$ cat config.mk
export PLATFORM = sky130hd
export DESIGN_NAME = aes_key_expander
export DESIGN_NICKNAME = d
export VERILOG_FILES = /design/src/rtl/aes_key_expander.sv
export SDC_FILE = /design/constraint.sdc
export NUM_CORES = 2
export LEC_CHECK = 0
export CORE_MARGIN = 2
export CORE_UTILIZATION = 64
export DETAILED_ROUTE_END_ITERATION = 8
export PLACE_DENSITY = 0.86
export SYNTH_ARGS = -nofsm -noshare
export SYNTH_HDL_FRONTEND = slang
export SYNTH_SLANG_ARGS = --single-unit
$ cat constraint.sdc
create_clock -name clk -period 22.9 [get_ports clk]
set_input_delay 4.58 -clock clk [delete_from_list [all_inputs] [get_ports clk]]
set_output_delay 4.58 -clock clk [all_outputs]
set_load 0.01 [all_outputs]
$ cat src/rtl/aes_key_expander.sv
// Sequential AES-128 key schedule.
// Takes a cipher key and produces one round key per accepted beat on a
// valid/ready stream. Every round key is also written to a bank that can be
// read by index, for decryption and key reuse. SubWord comes from an
// external combinational S-box: this block sends RotWord(w3) on sbox_in and
// gets the substituted word back on sbox_out in the same cycle.
module aes_key_expander #(
    parameter int          NUM_ROUNDS = 10,
    parameter logic [7:0]  RCON_INIT  = 8'h01,
    parameter int          IDX_W      = 4
) (
    input  logic               clk,
    input  logic               rst,
    input  logic               start,
    input  logic [127:0]       key_in,
    output logic [31:0]        sbox_in,
    input  logic [31:0]        sbox_out,
    output logic               rk_valid,
    input  logic               rk_ready,
    output logic [127:0]       rk_data,
    output logic [IDX_W-1:0]   rk_round,
    output logic               busy,
    output logic               done,
    input  logic [IDX_W-1:0]   rd_idx,
    output logic [127:0]       rd_data
);

    localparam int DEPTH = 1 << IDX_W;

    // FINISH is the single cycle that carries the done pulse. It accepts a
    // new start exactly like IDLE does.
    typedef enum logic [1:0] {
        IDLE   = 2'd0,
        STREAM = 2'd1,
        FINISH = 2'd2
    } state_t;

    state_t state_reg, state_next;

    logic [127:0]     cur_key_reg;
    logic [7:0]       rcon_reg;
    logic [IDX_W-1:0] round_reg;

    logic             start_ok;
    logic             accept;
    logic             last_round;
    logic             advance;

    logic [31:0]      cur_w  [4];
    logic [31:0]      next_w [4];
    logic [127:0]     next_key;
    logic [31:0]      t_word;
    logic [7:0]       rcon_xtime;

    logic [127:0]     bank [DEPTH];
    logic             wr_en;
    logic [IDX_W-1:0] wr_addr;
    logic [127:0]     wr_data;

    // start counts only when the FSM is not streaming. That also covers a
    // start that arrives in the same cycle as the final accept.
    assign start_ok   = start && (state_reg != STREAM);
    assign accept     = rk_valid && rk_ready;
    assign last_round = (round_reg == IDX_W'(NUM_ROUNDS));
    assign advance    = accept && !last_round;

    // Next-round arithmetic. t is SubWord(RotWord(w3)) xor rcon, and each
    // new word chains onto the one before it.
    assign sbox_in    = {cur_key_reg[23:0], cur_key_reg[31:24]};
    assign t_word     = sbox_out ^ {rcon_reg, 24'h000000};
    assign rcon_xtime = {rcon_reg[6:0], 1'b0} ^ (rcon_reg[7] ? 8'h1b : 8'h00);

    generate
        for (genvar gi = 0; gi < 4; gi++) begin : g_words
            assign cur_w[gi] = cur_key_reg[127 - 32*gi -: 32];
            if (gi == 0) begin : g_first
                assign next_w[gi] = cur_w[gi] ^ t_word;
            end else begin : g_chain
                assign next_w[gi] = next_w[gi-1] ^ cur_w[gi];
            end
            assign next_key[127 - 32*gi -: 32] = next_w[gi];
        end
    endgenerate

    // State register
    always_ff @(posedge clk or posedge rst) begin
        if (rst) begin
            state_reg <= IDLE;
        end else begin
            state_reg <= state_next;
        end
    end

    // Next-state logic
    always_comb begin
        state_next = state_reg;
        case (state_reg)
            IDLE:    if (start_ok) state_next = STREAM;
            STREAM:  if (accept && last_round) state_next = FINISH;
            FINISH:  state_next = start_ok ? STREAM : IDLE;
            default: state_next = IDLE;
        endcase
    end

    // Output decode. Every output comes straight from the registered state,
    // so reset clears them as soon as it is asserted.
    always_comb begin
        rk_valid = 1'b0;
        busy     = 1'b0;
        done     = 1'b0;
        case (state_reg)
            STREAM:  begin rk_valid = 1'b1; busy = 1'b1; end
            FINISH:  done = 1'b1;
            default: ;
        endcase
    end

    // Current key, round counter and rcon. All three hold while the
    // consumer stalls the stream.
    always_ff @(posedge clk or posedge rst) begin
        if (rst) begin
            cur_key_reg <= '0;
            round_reg   <= '0;
            rcon_reg    <= RCON_INIT;
        end else if (start_ok) begin
            cur_key_reg <= key_in;
            round_reg   <= '0;
            rcon_reg    <= RCON_INIT;
        end else if (advance) begin
            cur_key_reg <= next_key;
            round_reg   <= round_reg + IDX_W'(1);
            rcon_reg    <= rcon_xtime;
        end
    end

    assign rk_data  = cur_key_reg;
    assign rk_round = round_reg;

    // Bank write port. start_ok and advance can never be true together.
    assign wr_en   = start_ok || advance;
    assign wr_addr = start_ok ? '0 : round_reg + IDX_W'(1);
    assign wr_data = start_ok ? key_in : next_key;

    // Bank storage. No reset, so the tools can map it to block RAM.
    always_ff @(posedge clk) begin
        if (wr_en) begin
            bank[wr_addr] <= wr_data;
        end
    end

    // Registered read port. A write to the same index in the same cycle
    // returns the old contents.
    always_ff @(posedge clk or posedge rst) begin
        if (rst) begin
            rd_data <= '0;
        end else begin
            rd_data <= bank[rd_idx];
        end
    end

endmodule

Word level (Yosys, flattened, before mapping):

Memories as Yosys holds them, arrays and structs flattened. A register that Yosys moved wholly into a read port is not among the register bits.
Cells that the tools add are included.

* add/sub/neg operators: 1
* eq/ne operators: 6
* mux-type cells: 17
* bitwise logic cells: 6
* reductions and logical operators: 9

Operators by type and width (number)
* 128-bit two-way mux: 3
* 32-bit XOR: 5
* 8-bit two-way mux: 2
* 4-bit two-way mux: 3
* 8-bit by 5-bit XOR with 8-bit output: 1
* 2-bit one-hot mux with 3 select lines: 1
* 1-bit two-way mux: 5
* 5-bit two-way mux: 1
* 4-bit by 1-bit adder with 4-bit output (second input constant): 1
* 4-bit == test (second input constant): 1
* 1-bit logical AND: 4
* 2-bit two-way mux: 2
* 2-bit inequality test (second input constant): 2
* 2-bit by 1-bit == test with 1-bit output (second input constant): 1
* 2-bit == test (second input constant): 1
* 2-bit logical NOT: 1
* 2-bit by 1-bit inequality test with 1-bit output (second input constant): 1
* 2-bit AND reduction: 1
* 2-bit nonzero test: 1
* 1-bit logical NOT: 1
* 1-bit logical OR: 1

* register bits after elaboration: 142
* memory bits (writable): 2048
* input port bits: 168
* output and inout bits: 295
* logic and storage cells: 44
* memories kept: 1

Memory list
* bank: words 16, bits a word 128, read ports 1, clocked after Yosys merged registers in 1, write ports 1, line 55 `logic [127:0] bank [DEPTH];`

Longest topological paths before layout:

* depth after elaboration: 7
* mapped depth: 9
* mapped depth without buffers: 6

Worst setup path after synthesis:

Ideal clock, no wire load.

* path type: input to register
* from: in rk_ready
* to: mem bank[7][0] (enable)
* library setup time: 0.617 ns
* arrival time: 10.776 ns
* path slack: 11.507 ns
* cell stages on the path: 5
* path through: and3b_1 nand2_2 clkbuf_1 or3_1 nor2_1

* cells in the longest elaborated chain, start to end: 5

RTL lines
* from (decl): line 19 `input logic rk_ready,`
* 1-bit logical AND: line 63 `assign accept = rk_valid && rk_ready;`
* 1-bit logical AND: line 65 `assign advance = accept && !last_round;`
* 1-bit logical OR: line 140 `assign wr_en = start_ok || advance;`
* 1-bit two-way mux: line 146 `if (wr_en) begin`
* 1-bit two-way mux (not written as such): line 147 `bank[wr_addr] <= wr_data;`
* to (decl): line 55

Every way passes these cells.

Final worst setup path:

* from: in start
* to: mem bank[6][60] (enable)

* cells in the longest elaborated chain, start to end: 4
* elaborated cells between the ends (all ways): 5

RTL lines
* from (decl): line 14 `input logic start,`
* 1-bit logical AND *: line 62 `assign start_ok = start && (state_reg != STREAM);`
* 1-bit logical OR: line 140
* 1-bit two-way mux: line 146
* 1-bit two-way mux (not written as such): line 147

Every way passes the cells marked *; elsewhere a longest branch is shown, timed or not.

==> results.sh <==
export IMPL_initial_core_util_pct=64.7
export IMPL_hold_class="reg2reg"
export IMPL_grt_max_degree=125
export IMPL_crit_top_cell="buf_4"
export IMPL_fin_crit_ps=8600
export IMPL_grtUsageTotal_pct=42.6
export IMPL_ir_worst_vdd_v=0.000119
export IMPL_clk_pin_slew_worst_paths_ps=60
export IMPL_rsz0062_at_grt="no"
export IMPL_violations="DRC, capacitance limit, slew limit"
export IMPL_synth_edf_count=2048
export IMPL_final_common_cell="edfxtp_1"
export IMPL_setup_violations=0
export IMPL_largest_register="bank"
export IMPL_gp_congestion=0.907
export IMPL_port_buffer_count=462
export IMPL_finalNonFillerCells=6750
export IMPL_cp_cell_sequence="buf_2 > buf_4 > nand2_4 > o21ai_1 > nor2_4 > buf_4 > buf_4"
export IMPL_seqPwrFrac_pct=45.8
export IMPL_place_hpwl_mm=150
export IMPL_p_sw_mw=6.04
export IMPL_critPathCaptureType="flip-flop"
export IMPL_netSwitchingFraction_pct=35.9
export IMPL_avgSynthCellArea_um2=21.1
export IMPL_critPathSlowestCell="buf_4"
export IMPL_worstMarginPinSlew_ps=1550
export IMPL_tritoncts="done"
export IMPL_design_core_area_um2=138000
export IMPL_critPathArrivalTime_ps=9050
export IMPL_min_period_over_period_pct=37.5
export IMPL_postCtsResizedCells=0
export IMPL_p_int_mw=10.8
export IMPL_route_detailed_drc=2
export IMPL_ant_nets=0
export IMPL_cts_buffers_inserted=211
export IMPL_syn_area_um2=89200
export IMPL_grt_pass1_vias=51900
export IMPL_vias=51900
export IMPL_finClkSkew_ps=52.4
export IMPL_drive_above_1_share_pct=22.9
export IMPL_finalHoldViolCount=0
export IMPL_place_inst=6334
export IMPL_clock_path_buffers=3
export IMPL_die_area_um2=142000
export IMPL_regArea_um2=68300
export IMPL_path_class="in2reg"
export IMPL_wl_mm=298
export IMPL_cts_hold_buffers=0
export IMPL_syn_num_nets=4396
export IMPL_mostFrequentLayoutCells="edfxtp_1 (2048), mux4_2 (506), clkdlybuf4s50_1 (457), dfrtp_1 (269), clkbuf_16 (217)"
export IMPL_h_tree_depth=4
export IMPL_multi_input_area_um2=19700
export IMPL_max_stage_delay_ps=1050
export IMPL_async_flop_share_pct=11.6
export IMPL_crit_required_ps=23350
export IMPL_clk_latency_ps=870
export IMPL_nFillCells=6507
export IMPL_largest_reg_flops=2048
export IMPL_hold_ws_ps=551
export IMPL_cts_root_buf="clkbuf_16"
export IMPL_start_kind="input port"
export IMPL_rows=136
export IMPL_drtIter0Drc=11300
export IMPL_p_leak_nw=34.3
export IMPL_crit_fanout=54
export IMPL_clock_power_share_pct=23.2
export IMPL_finalSetupTns_ps=0
export IMPL_finalPower_mw=16.8
export IMPL_slew_viol_final=35
export IMPL_io_pins=463
export IMPL_ys_ff_latch=2318
export IMPL_post_cts_buffers=0
export IMPL_power_density_nw_per_um2=162
export IMPL_fmax_ghz=0.116
export IMPL_max_slew_margin_pct=-3.12
export IMPL_wl_per_cell_um=44.1
export IMPL_fin_nets=4925
export IMPL_outcome="complete, but fails checks"
export IMPL_grt_overflow=0
export IMPL_antenna_found_initial=32
export IMPL_final_util_pct=75.1
export IMPL_dr_pass1_iters=9
export IMPL_p_comb_share_pct=31.0
export IMPL_synth_distinct_cells=43
export IMPL_synthFlopType="edfxtp_1"
export IMPL_maxCapViolCount=3
export IMPL_area_growth_pct=16.1
export IMPL_ys_seq_area_share_pct=76.5
export IMPL_yosysWarningCount=0
export IMPL_fp_dieW_um=377
export IMPL_cts_sinks=2318
export IMPL_synth_cells=4226
export IMPL_vias_per_cell=7.70
export IMPL_grt_pass1_wl_mm=412
export IMPL_die_y_um=377
## path summary, 6_finish.rpt
kind                              start      endpoint  slack [ps]  cells after the start
max                               start   bank[6][60]       14300                      7
min                        rk_data[123]  rk_data[123]         550                      1
max reg2reg                state_reg[1]   bank[6][60]       17470                      7
min reg2reg                rk_data[123]  rk_data[123]         550                      1
max in group asynchronous           rst   rd_data[30]       17050                      3
min in group asynchronous           rst  rd_data[113]        4210                      2
## synthesized netlist by cell type, types with 35 or more instances
| cell | n | share of area, % |
|---|---|---|
| buf_4 | 52 | 0.44 |
| nor2b_1 | 40 | 0.28 |
| dfrtp_1 | 269 | 7.5 |
| a21oi_1 | 127 | 0.71 |
| nor3_1 | 56 | 0.31 |
| mux2i_1 | 44 | 0.49 |
| o21ai_0 | 78 | 0.44 |
| edfxtp_1 | 2048 | 69 |
| mux4_2 | 506 | 13 |
| xnor2_1 | 36 | 0.35 |
| clkbuf_1 | 102 | 0.43 |
| or3_1 | 35 | 0.25 |
| mux2_2 | 104 | 1.3 |
| a211oi_1 | 35 | 0.29 |
| buf_2 | 87 | 0.49 |
| xor2_1 | 58 | 0.57 |
| nand2_1 | 121 | 0.51 |
| a22oi_1 | 187 | 1.6 |
| nor2_1 | 61 | 0.26 |
## metrics by stage
step	area, um^2	worst slack [ps]
after floorplan	89200	10880
after global placement	96000	13810
after detailed placement	96000	13620
after CTS	103000	14390
after global routing	104000	14250
final	104000	14300
## area by class of cell
class | count | area share, %
well taps | 1794 | 2.17
repair buffers | 588 | 5.57
flip-flops and latches | 2318 | 65.9
clock inverters | 115 | 1.54
inverters | 12 | 0.0519
diodes | 13 | 0.0314
clock buffers | 286 | 5.72
multi-input cells | 1624 | 19.0
## routing by layer
layer  vias to the layer above  GRT usage (%)  share of wire, %
met3                      1499           16.9                17
met1                     25600           52.3                29
met2                      6447           64.4                46
li1                      18400              -                 -
met5                         -              0             0.055
met4                        24           26.3               8.3
## cells by family (layout without fill, tap and decap cells)
group	after synthesis	after routing	share of synthesized area, %
AOI/OAI and AO/OA	466	466	3.31
xor gates and xnor gates	134	134	1.95
adders and majority gates	2	2	0.0281
buffers and inverters	284	1001	1.63
DFF	2318	2318	76.5
muxes	654	654	14.6
other	0	13	0
and+or+nand+nor	368	368	1.96
## worst max-delay path, delay by kind of cell
kind            cells  cell delay [ps]
simple gates        2             1420
buf+inv             4             2360
compound gates      1              480
## power groups by stage
stage | Sequential [mW] | Combinational [mW] | Clock (mW)
after floorplan | 7.55 | 2.26 | 0
after global placement | 7.56 | 4.37 | 0
after detailed placement | 7.65 | 4.65 | 0
after CTS | 7.65 | 4.84 | 3.88
after global routing | 7.71 | 5.23 | 4.01
final | 7.70 | 5.21 | 3.91
(Power assumes the default switching activity.)
